## config.mk

```make
export PLATFORM = sky130hd
export DESIGN_NAME = e203_lp_seq
export DESIGN_NICKNAME = d
export VERILOG_FILES = /design/src/rtl/e203_lp_pkg.sv /design/src/rtl/e203_lp_satcnt.sv /design/src/rtl/e203_lp_seq.sv
export SDC_FILE = /design/constraint.sdc
export NUM_CORES = 1
export LEC_CHECK = 0
export BUFFER_PORTS_ARGS = -buffer_cell sky130_fd_sc_hd__buf_2
export CAP_MARGIN = 20
export CORE_ASPECT_RATIO = 0.9
export CORE_MARGIN = 5
export CORE_UTILIZATION = 36
export CTS_CLUSTER_DIAMETER = 120
export DETAILED_ROUTE_END_ITERATION = 8
export PLACE_DENSITY_LB_ADDON = 0.08
export SYNTH_ARGS = -nofsm -noshare
export SYNTH_HDL_FRONTEND = slang
export SYNTH_SLANG_ARGS = --single-unit
```

## constraint.sdc

```tcl
create_clock -name clk -period 1.75 [get_ports clk]
set_input_delay 0.0875 -clock clk [delete_from_list [all_inputs] [get_ports clk]]
set_output_delay 0.0875 -clock clk [all_outputs]
set_load 0.02 [all_outputs]
```

## src/rtl/e203_lp_pkg.sv

```systemverilog
// ---------------------------------------------------------------------------
// e203_lp_pkg
// Shared types and widths for the E203 low-power sequencer.
//   lp_state_e    : 2-bit sequencer state (RUN/DRAIN/SLEEP/WAKE)
//   LP_DRAIN_CW   : drain timeout counter width
//   LP_WAKE_CW    : wake settle counter width
//   LP_SLEEP_CW   : sleep-cycle performance counter width
//   lp_all_idle() : true when every drained unit reports idle
// ---------------------------------------------------------------------------
package e203_lp_pkg;

  typedef enum logic [1:0] {
    LP_RUN   = 2'd0,
    LP_DRAIN = 2'd1,
    LP_SLEEP = 2'd2,
    LP_WAKE  = 2'd3
  } lp_state_e;

  localparam int LP_DRAIN_CW = 8;
  localparam int LP_WAKE_CW  = 4;
  localparam int LP_SLEEP_CW = 16;

  function automatic logic lp_all_idle(input logic exu, input logic lsu, input logic biu);
    return exu & lsu & biu;
  endfunction

endpackage

```

## src/rtl/e203_lp_satcnt.sv

```systemverilog
// ---------------------------------------------------------------------------
// e203_lp_satcnt
// Saturating up-counter with synchronous clear (clear beats increment).
//   clk   in  : clock
//   rst_n in  : asynchronous active-low reset
//   inc   in  : count up by one this cycle (held at all-ones once reached)
//   clr   in  : return to zero this cycle
//   cnt   out : registered count
// ---------------------------------------------------------------------------
module e203_lp_satcnt #(
  parameter int W = 16
) (
  input  logic         clk,
  input  logic         rst_n,
  input  logic         inc,
  input  logic         clr,
  output logic [W-1:0] cnt
);

  localparam logic [W-1:0] CNT_ONE = {{(W-1){1'b0}}, 1'b1};
  localparam logic [W-1:0] CNT_MAX = {W{1'b1}};

  // Count register: clear first, then saturating increment.
  always_ff @(posedge clk or negedge rst_n) begin
    if (!rst_n) begin
      cnt <= {W{1'b0}};
    end else if (clr) begin
      cnt <= {W{1'b0}};
    end else if (inc && (cnt != CNT_MAX)) begin
      cnt <= cnt + CNT_ONE;
    end else begin
      cnt <= cnt;
    end
  end

endmodule

```

## src/rtl/e203_lp_seq.sv

```systemverilog
// ---------------------------------------------------------------------------
// e203_lp_seq
// Low-power sequencer: drains EXU/LSU/BIU on a WFI request, asserts core_wfi
// to gate the IFU clock, and on wake holds off sleep for a settle window.
//   clk, rst_n          : always-on clock, asynchronous active-low reset
//   wfi_req             : level WFI request from commit
//   wake_evt, dbg_mode  : wake sources; both block and end sleep
//   exu/lsu/biu_idle    : unit idle indications sampled during DRAIN
//   sleep_cnt_clr       : clears sleep_cycles
//   core_wfi            : WFI toward the clock controller
//   wfi_ack/wfi_abort   : one-cycle pulses for sleep entry / rejection
//   wake_done           : one-cycle pulse on return to RUN
//   lp_state            : current state for debug
//   sleep_cycles        : saturating SLEEP cycle count
// ---------------------------------------------------------------------------
module e203_lp_seq
  import e203_lp_pkg::*;
#(
  parameter int DRAIN_TMO = 255,
  parameter int WAKE_DLY  = 2
) (
  input  logic        clk,
  input  logic        rst_n,
  input  logic        wfi_req,
  input  logic        wake_evt,
  input  logic        dbg_mode,
  input  logic        exu_idle,
  input  logic        lsu_idle,
  input  logic        biu_idle,
  input  logic        sleep_cnt_clr,
  output logic        core_wfi,
  output logic        wfi_ack,
  output logic        wfi_abort,
  output logic        wake_done,
  output logic [1:0]  lp_state,
  output logic [15:0] sleep_cycles
);

  localparam logic [LP_DRAIN_CW-1:0] DRAIN_LAST = LP_DRAIN_CW'(DRAIN_TMO - 1);
  localparam logic [LP_WAKE_CW-1:0]  WAKE_LOAD  = LP_WAKE_CW'(WAKE_DLY - 1);

  lp_state_e              r_state;
  lp_state_e              w_next_state;
  logic [LP_DRAIN_CW-1:0] r_drain_cnt;
  logic [LP_DRAIN_CW-1:0] w_drain_cnt;
  logic [LP_WAKE_CW-1:0]  r_wake_cnt;
  logic [LP_WAKE_CW-1:0]  w_wake_cnt;
  logic                   w_ack;
  logic                   w_abort;
  logic                   w_done;
  logic                   w_wake_src;
  logic                   r_core_wfi;
  logic                   r_wfi_ack;
  logic                   r_wfi_abort;
  logic                   r_wake_done;

  assign w_wake_src = wake_evt | dbg_mode;

  // Next-state, counter and pulse decode.
  always_comb begin
    w_next_state = r_state;
    w_drain_cnt  = r_drain_cnt;
    w_wake_cnt   = r_wake_cnt;
    w_ack        = 1'b0;
    w_abort      = 1'b0;
    w_done       = 1'b0;
    case (r_state)
      LP_RUN: begin
        if (wfi_req && w_wake_src) begin
          w_abort = 1'b1;
        end else if (wfi_req) begin
          w_next_state = LP_DRAIN;
          w_drain_cnt  = {LP_DRAIN_CW{1'b0}};
        end else begin
          w_next_state = LP_RUN;
        end
      end
      LP_DRAIN: begin
        // A wake in the same cycle as all-idle must win, so it is tested first.
        if (w_wake_src || !wfi_req) begin
          w_next_state = LP_RUN;
          w_abort      = 1'b1;
        end else if (lp_all_idle(exu_idle, lsu_idle, biu_idle)) begin
          w_next_state = LP_SLEEP;
          w_ack        = 1'b1;
        end else if (r_drain_cnt == DRAIN_LAST) begin
          w_next_state = LP_RUN;
          w_abort      = 1'b1;
        end else begin
          w_drain_cnt = r_drain_cnt + {{(LP_DRAIN_CW-1){1'b0}}, 1'b1};
        end
      end
      LP_SLEEP: begin
        if (w_wake_src) begin
          w_next_state = LP_WAKE;
          w_wake_cnt   = WAKE_LOAD;
        end else begin
          w_next_state = LP_SLEEP;
        end
      end
      LP_WAKE: begin
        // Requests and wake sources are deliberately ignored while settling.
        if (r_wake_cnt == {LP_WAKE_CW{1'b0}}) begin
          w_next_state = LP_RUN;
          w_done       = 1'b1;
        end else begin
          w_wake_cnt = r_wake_cnt - {{(LP_WAKE_CW-1){1'b0}}, 1'b1};
        end
      end
      default: begin
        w_next_state = LP_RUN;
      end
    endcase
  end

  // State, counters and registered outputs.
  always_ff @(posedge clk or negedge rst_n) begin
    if (!rst_n) begin
      r_state     <= LP_RUN;
      r_drain_cnt <= {LP_DRAIN_CW{1'b0}};
      r_wake_cnt  <= {LP_WAKE_CW{1'b0}};
      r_core_wfi  <= 1'b0;
      r_wfi_ack   <= 1'b0;
      r_wfi_abort <= 1'b0;
      r_wake_done <= 1'b0;
    end else begin
      r_state     <= w_next_state;
      r_drain_cnt <= w_drain_cnt;
      r_wake_cnt  <= w_wake_cnt;
      r_core_wfi  <= (w_next_state == LP_SLEEP);
      r_wfi_ack   <= w_ack;
      r_wfi_abort <= w_abort;
      r_wake_done <= w_done;
    end
  end

  e203_lp_satcnt #(.W(LP_SLEEP_CW)) u_sleep_cnt (
    .clk   (clk),
    .rst_n (rst_n),
    .inc   (r_state == LP_SLEEP),
    .clr   (sleep_cnt_clr),
    .cnt   (sleep_cycles)
  );

  assign core_wfi  = r_core_wfi;
  assign wfi_ack   = r_wfi_ack;
  assign wfi_abort = r_wfi_abort;
  assign wake_done = r_wake_done;
  assign lp_state  = r_state;

endmodule

```

# ---- Word level (Yosys, flattened, before mapping)
# Cells that the tools add are included.
# Widths: inputs -> output; s select.
dict set report word_totals {
  reg_bits 34
  latchBits 0
  mem_bits_rw 0
  romBits 0
  output_inout_bits 22
  elab_cells 67
  mem_count 0
}
dict set report op_classes {
  addsub 3
  multipliers 0
  n_div 0
  order_cmp 0
  n_eq_ne 13
  shifts 0
  muxes 29
  bitwise_logic 3
  reduce_logical 11
}
# cell n
set op_table {}
lappend op_table {{$mux 8} 5}
lappend op_table {{$mux 16} 2}
lappend op_table {{$add 16x1->16 const B} 1}
lappend op_table {{$ne 16x16->1 const B} 1}
lappend op_table {{$pmux 8 s2} 1}
lappend op_table {{$ne 2x2->1 const B} 7}
lappend op_table {{$mux 1} 11}
lappend op_table {{$mux 2} 5}
lappend op_table {{$add 8x1->8 const B} 1}
lappend op_table {{$eq 8x8->1 const B} 1}
lappend op_table {{$mux 4} 2}
lappend op_table {{$pmux 2 s4} 1}
lappend op_table {{$pmux 4 s2} 1}
lappend op_table {{$eq 2x2->1 const B} 3}
lappend op_table {{$reduce_and 6->1} 1}
lappend op_table {{$reduce_bool 2->1} 3}
lappend op_table {{$logic_not 4->1} 1}
lappend op_table {{$sub 4x1->4 const B} 1}
lappend op_table {{$reduce_and 3->1} 1}
lappend op_table {{$and 1x1->1} 2}
lappend op_table {{$eq 2x1->1 const B} 1}
lappend op_table {{$logic_and 1x1->1} 2}
lappend op_table {{$logic_not 2->1} 1}
lappend op_table {{$pmux 1 s2} 1}
lappend op_table {{other kinds (3)} 3}

# ---- Depth between registers and ports, before layout
dict set report depth {
  depth_word 6
  ltp_mapped 6
  ltp_nobuf 6
}

# ---- By module
# Synthesis repeated with hierarchy kept, for this count alone.
dict set report unflattened {
  cells_unflattened 196
  area_unflattened_um2 1884.3
}
# mod instances cells_each area_each_um2
set by_module_without_submodules {}
lappend by_module_without_submodules {e203_lp_satcnt 1 98 942.2}
lappend by_module_without_submodules {e203_lp_seq 1 98 942.2}

# ---- Worst setup path after synthesis
# No wires, ideal clock.
dict set report synth_timing {
  path_kind {register to register}
  start {register r_wake_cnt[0]}
  end {register r_wake_cnt[1]}
  setup_ns 0.125
  arrival_time_ns 1.707
  slack_ns -0.082
  stages_incl_launch_ff 7
  synth_period_minus_slack_ns 1.832
  cell_sequence {dfrtp_1 inv_1 ha_1 or3b_2 nor2b_1 nor2_1 mux2_2}
}
dict set report synth_via {
  elab_chain_len 3
  elab_cells_between_ends 6
}
# item line_no
set synth_rtl {}
lappend synth_rtl {{start, declared} e203_lp_seq.sv:46} ;# logic [LP_WAKE_CW-1:0] r_wake_cnt;
lappend synth_rtl {{start signal, assigned} e203_lp_seq.sv:121} ;# r_wake_cnt <= {LP_WAKE_CW{1'b0}};
lappend synth_rtl {{start signal, assigned} e203_lp_seq.sv:129} ;# r_wake_cnt <= w_wake_cnt;
lappend synth_rtl {{$sub 4x1->4 or $logic_not 4->1 (tied branches)} {e203_lp_seq.sv:107, e203_lp_seq.sv:103}}
lappend synth_rtl {{$mux 4 or $ne 2x2->1 (tied branches)} -}
lappend synth_rtl {{$pmux 4 s2 or $reduce_and 3->1 (tied branches)} -}
# Parallel ways exist; a longest one is shown, timed or not. The select of a mux whose other input is x is not followed.
# A chain may end at the register's enable or synchronous reset.

# ---- Worst setup path after layout
# Ends and elaborated chain as after synthesis.

==> flow_summary.toml <==
[synth]
ys_types = 45
synth_area_per_cell_um2 = 9.61
syn-num-nets = 208
synth_area_leader_cell = "dfrtp_1"
synth_top_area_share_pct = 45.4
synth_warnings = 0
synth-edff-count = 0
ys.flop_type = "dfrtp_1"
syn_area_mm2 = 0.00187
ys_seq_area_share_pct = 45.4
synth.area.top_cells = "dfrtp_1, a21oi_1, o21ai_0"
ys_ff_latch = 34
async_reset_ff_share_pct = 100
syn_inst = 195

[route]
avgViaCountPerCell = 5.49
wire_per_inst_um = 14.8
drt_wl_total_mm = 4.71
dr.first_iter.drc_count = 74
dr.pass1.iters = 4
ant_nets = 0
route.detailed.drc = 0
vias = 1745

[worst_setup_path]
end_kind = "flip-flop"
r2r_start = "r_wake_cnt[0]"
crit_chain = "inv_2, ha_4, or3b_4, nor2b_4, nor2_2, mux2_2"
crit_slowest_cell = "dfrtp_1"
slowest_delay_ps = 390
crit_fanout = 2
cp.required_ps = 1920
startpoint = "r_wake_cnt[0]"
ff2ff_setup_slack_ps = 70
rr_worst_depth = 6
path_class = "reg2reg"
r2r-end = "r_wake_cnt[1]"
crit_arrival_ps = 1860
cp-start-kind = "flip-flop"

[final_layout]
fin_cells = 318
final_nets = 265
area_growth_pct = 28.9
antenna_cells = 0
layout-drive-gt1-share_pct = 31.2
layout_commonest_cell = "dfrtp_1"
final_cell_mix = "dfrtp_1, buf_2, buf_4"
fin_util_pct = 48.7

[grt]
grt_pass1_vias = 1728
grt.total_usage_pct = 14.5
antenna_found_initial = 0
grt_pass1_wl_mm = 7.88
grt_max_degree = 35
grt-ovfl-total = 0

[floorplanning]
fp-row-count = 24
fp.dieH_um = 78.4
pin_count = 31
die_w_um = 86.0
die_area_mm2 = 0.00675
start_util_pct = 37.8
coreArea_mm2 = 0.00495

[clock_network]
clock_path_buffers = 2
clk_pin_slew_ps = 70
cts_htree_levels = 2
cts_buffers = 5
cts_tree = "done"
clkSinkCount = 34
clk_latency_ps = 290
root_buffer = "clkbuf_8"

[sta]
hold_viol = 0
tightest_slew_ps = 777
slew_viol_final = 0
rsz0062_at_grt = "yes"
fmax_ghz = 0.595
post-route-period-util_pct = 96.1
finClkSkew_ps = 4.99
relSlewSlack_pct = 48.2
setup-violations-final = 0
whs_ps = 93.9
final.min_clock_period_ps = 1680

[place]
routabilityCongestion = 0.830
port_buffers = 30
place_hpwl_mm = 3.33
placed_cells = 301

[worst_hold_path]
min_path_type = "in2reg"
whs_endpoint = "wfi_abort"
min-delay-start = "wfi_req"
holdPathStages = 3

[power]
vdd_drop_max_mv = 0.480
power.density_mw_per_mm2 = 959
p_leak_nw = 1.13

[flow_run]
maxCapViolations = 0

[run_status]
status = "completed"
[area by class of cell]
class,count,area (um^2)
flip-flops and latches,34,852
fillers,483,2540
inverters,9,33.8
well taps,65,81.3
clock buffers,7,76.3
repair buffers,55,344
clock inverters,1,30.0
multi-input cells,147,997
[worst max path at each step]
stage                         end  slack [ps]  cells past startpoint
2_1_floorplan  u_sleep_cnt.cnt[4]          20                      6
3_3_place_gp        r_wake_cnt[1]          70                      6
3_5_place_dp        r_wake_cnt[1]         -30                      6
4_1_cts            r_drain_cnt[3]          10                      4
5_1_grt            r_drain_cnt[5]         -20                      4
6_report            r_wake_cnt[1]          70                      6
[layer usage]
metal	GRT usage, %	up-vias	part of all wire [%]
li1	-	846	-
met4	6.65	0	1.5
met1	17.8	837	43
met2	23.8	53	50
met3	3.66	9	6.3
met5	0	-	0
[stage by stage]
stage / TNS [ps] / power (mW) / setup WS [ps] / area, um^2
global placement: 0 / 1.54 / 65.1 / 2200
detailed placement: -33.8 / 1.57 / -33.8 / 2200
CTS: 0 / 2.31 / 10.0 / 2320
global route: -42.3 / 2.45 / -18.3 / 2410
floorplan: 0 / 1.33 / 22.4 / 1880
finish: 0 / 2.32 / 68.4 / 2410
[flip-flops by register name (all words and copies together) (netlist names)]
| signal | count |
|---|---|
| core_wfi | 1 |
| wfi_abort | 1 |
| lp_state | 2 |
| r_wake_cnt | 4 |
| u_sleep_cnt.cnt | 16 |
| r_drain_cnt | 8 |
| wake_done | 1 |
| wfi_ack | 1 |
[synth_stat cells, types with 2 or more instances]
cell	number
xor2_1	2
nor2_1	11
inv_1	9
dfrtp_1	34
o31ai_1	6
o21ai_1	3
nand2_1	13
or4_1	2
nand4_2	2
and2_1	3
mux2i_1	2
o41ai_1	2
and3_1	3
o21ai_0	19
nand3_1	9
a21oi_1	19
clkbuf_1	2
nand4_1	9
ha_1	4
or3_1	14
or2_2	2
o311ai_0	2
[power breakdown]
group / internal [mW] / switching (mW)
Clock: 0.426 / 0.284
Combinational: 0.269 / 0.375
Sequential: 0.881 / 0.0797
[worst max-delay path, delay by kind of cell, from the launching register on]
family | cells | cell delay (ps)
flip-flops | 1 | 390
adder cells (fa/ha/maj) | 1 | 130
AND/OR/NAND/NOR | 3 | 620
buffers and inverters | 1 | 90
multiplexers | 1 | 340
[logic make-up (layout without fill, tap and decap cells)]
group	after synthesis	count (layout)	share of synthesized area (%)
AND/OR/NAND/NOR	81	81	27.5
AO/OA/AOI/OAI	56	56	17.9
flip-flops	34	34	45.4
buffers and inverters	14	72	3.47
adder cells (fa/ha/maj)	4	4	2.67
XOR/XNOR	3	3	1.40
multiplexers	3	3	1.67
[timing repair]
| item | 4_1_cts | 5_1_grt |
|---|---|---|
| pin swaps | 1 | 2 |
| buffers inserted | 0 | 8 |
| hold endpoints to repair | 34 | 0 |
| hold buffers | 1 | 0 |
| resized for setup | 5 | 6 |
| setup endpoints to repair | 1 | 8 |
No activity file was read; power rests on OpenSTA's default activity.
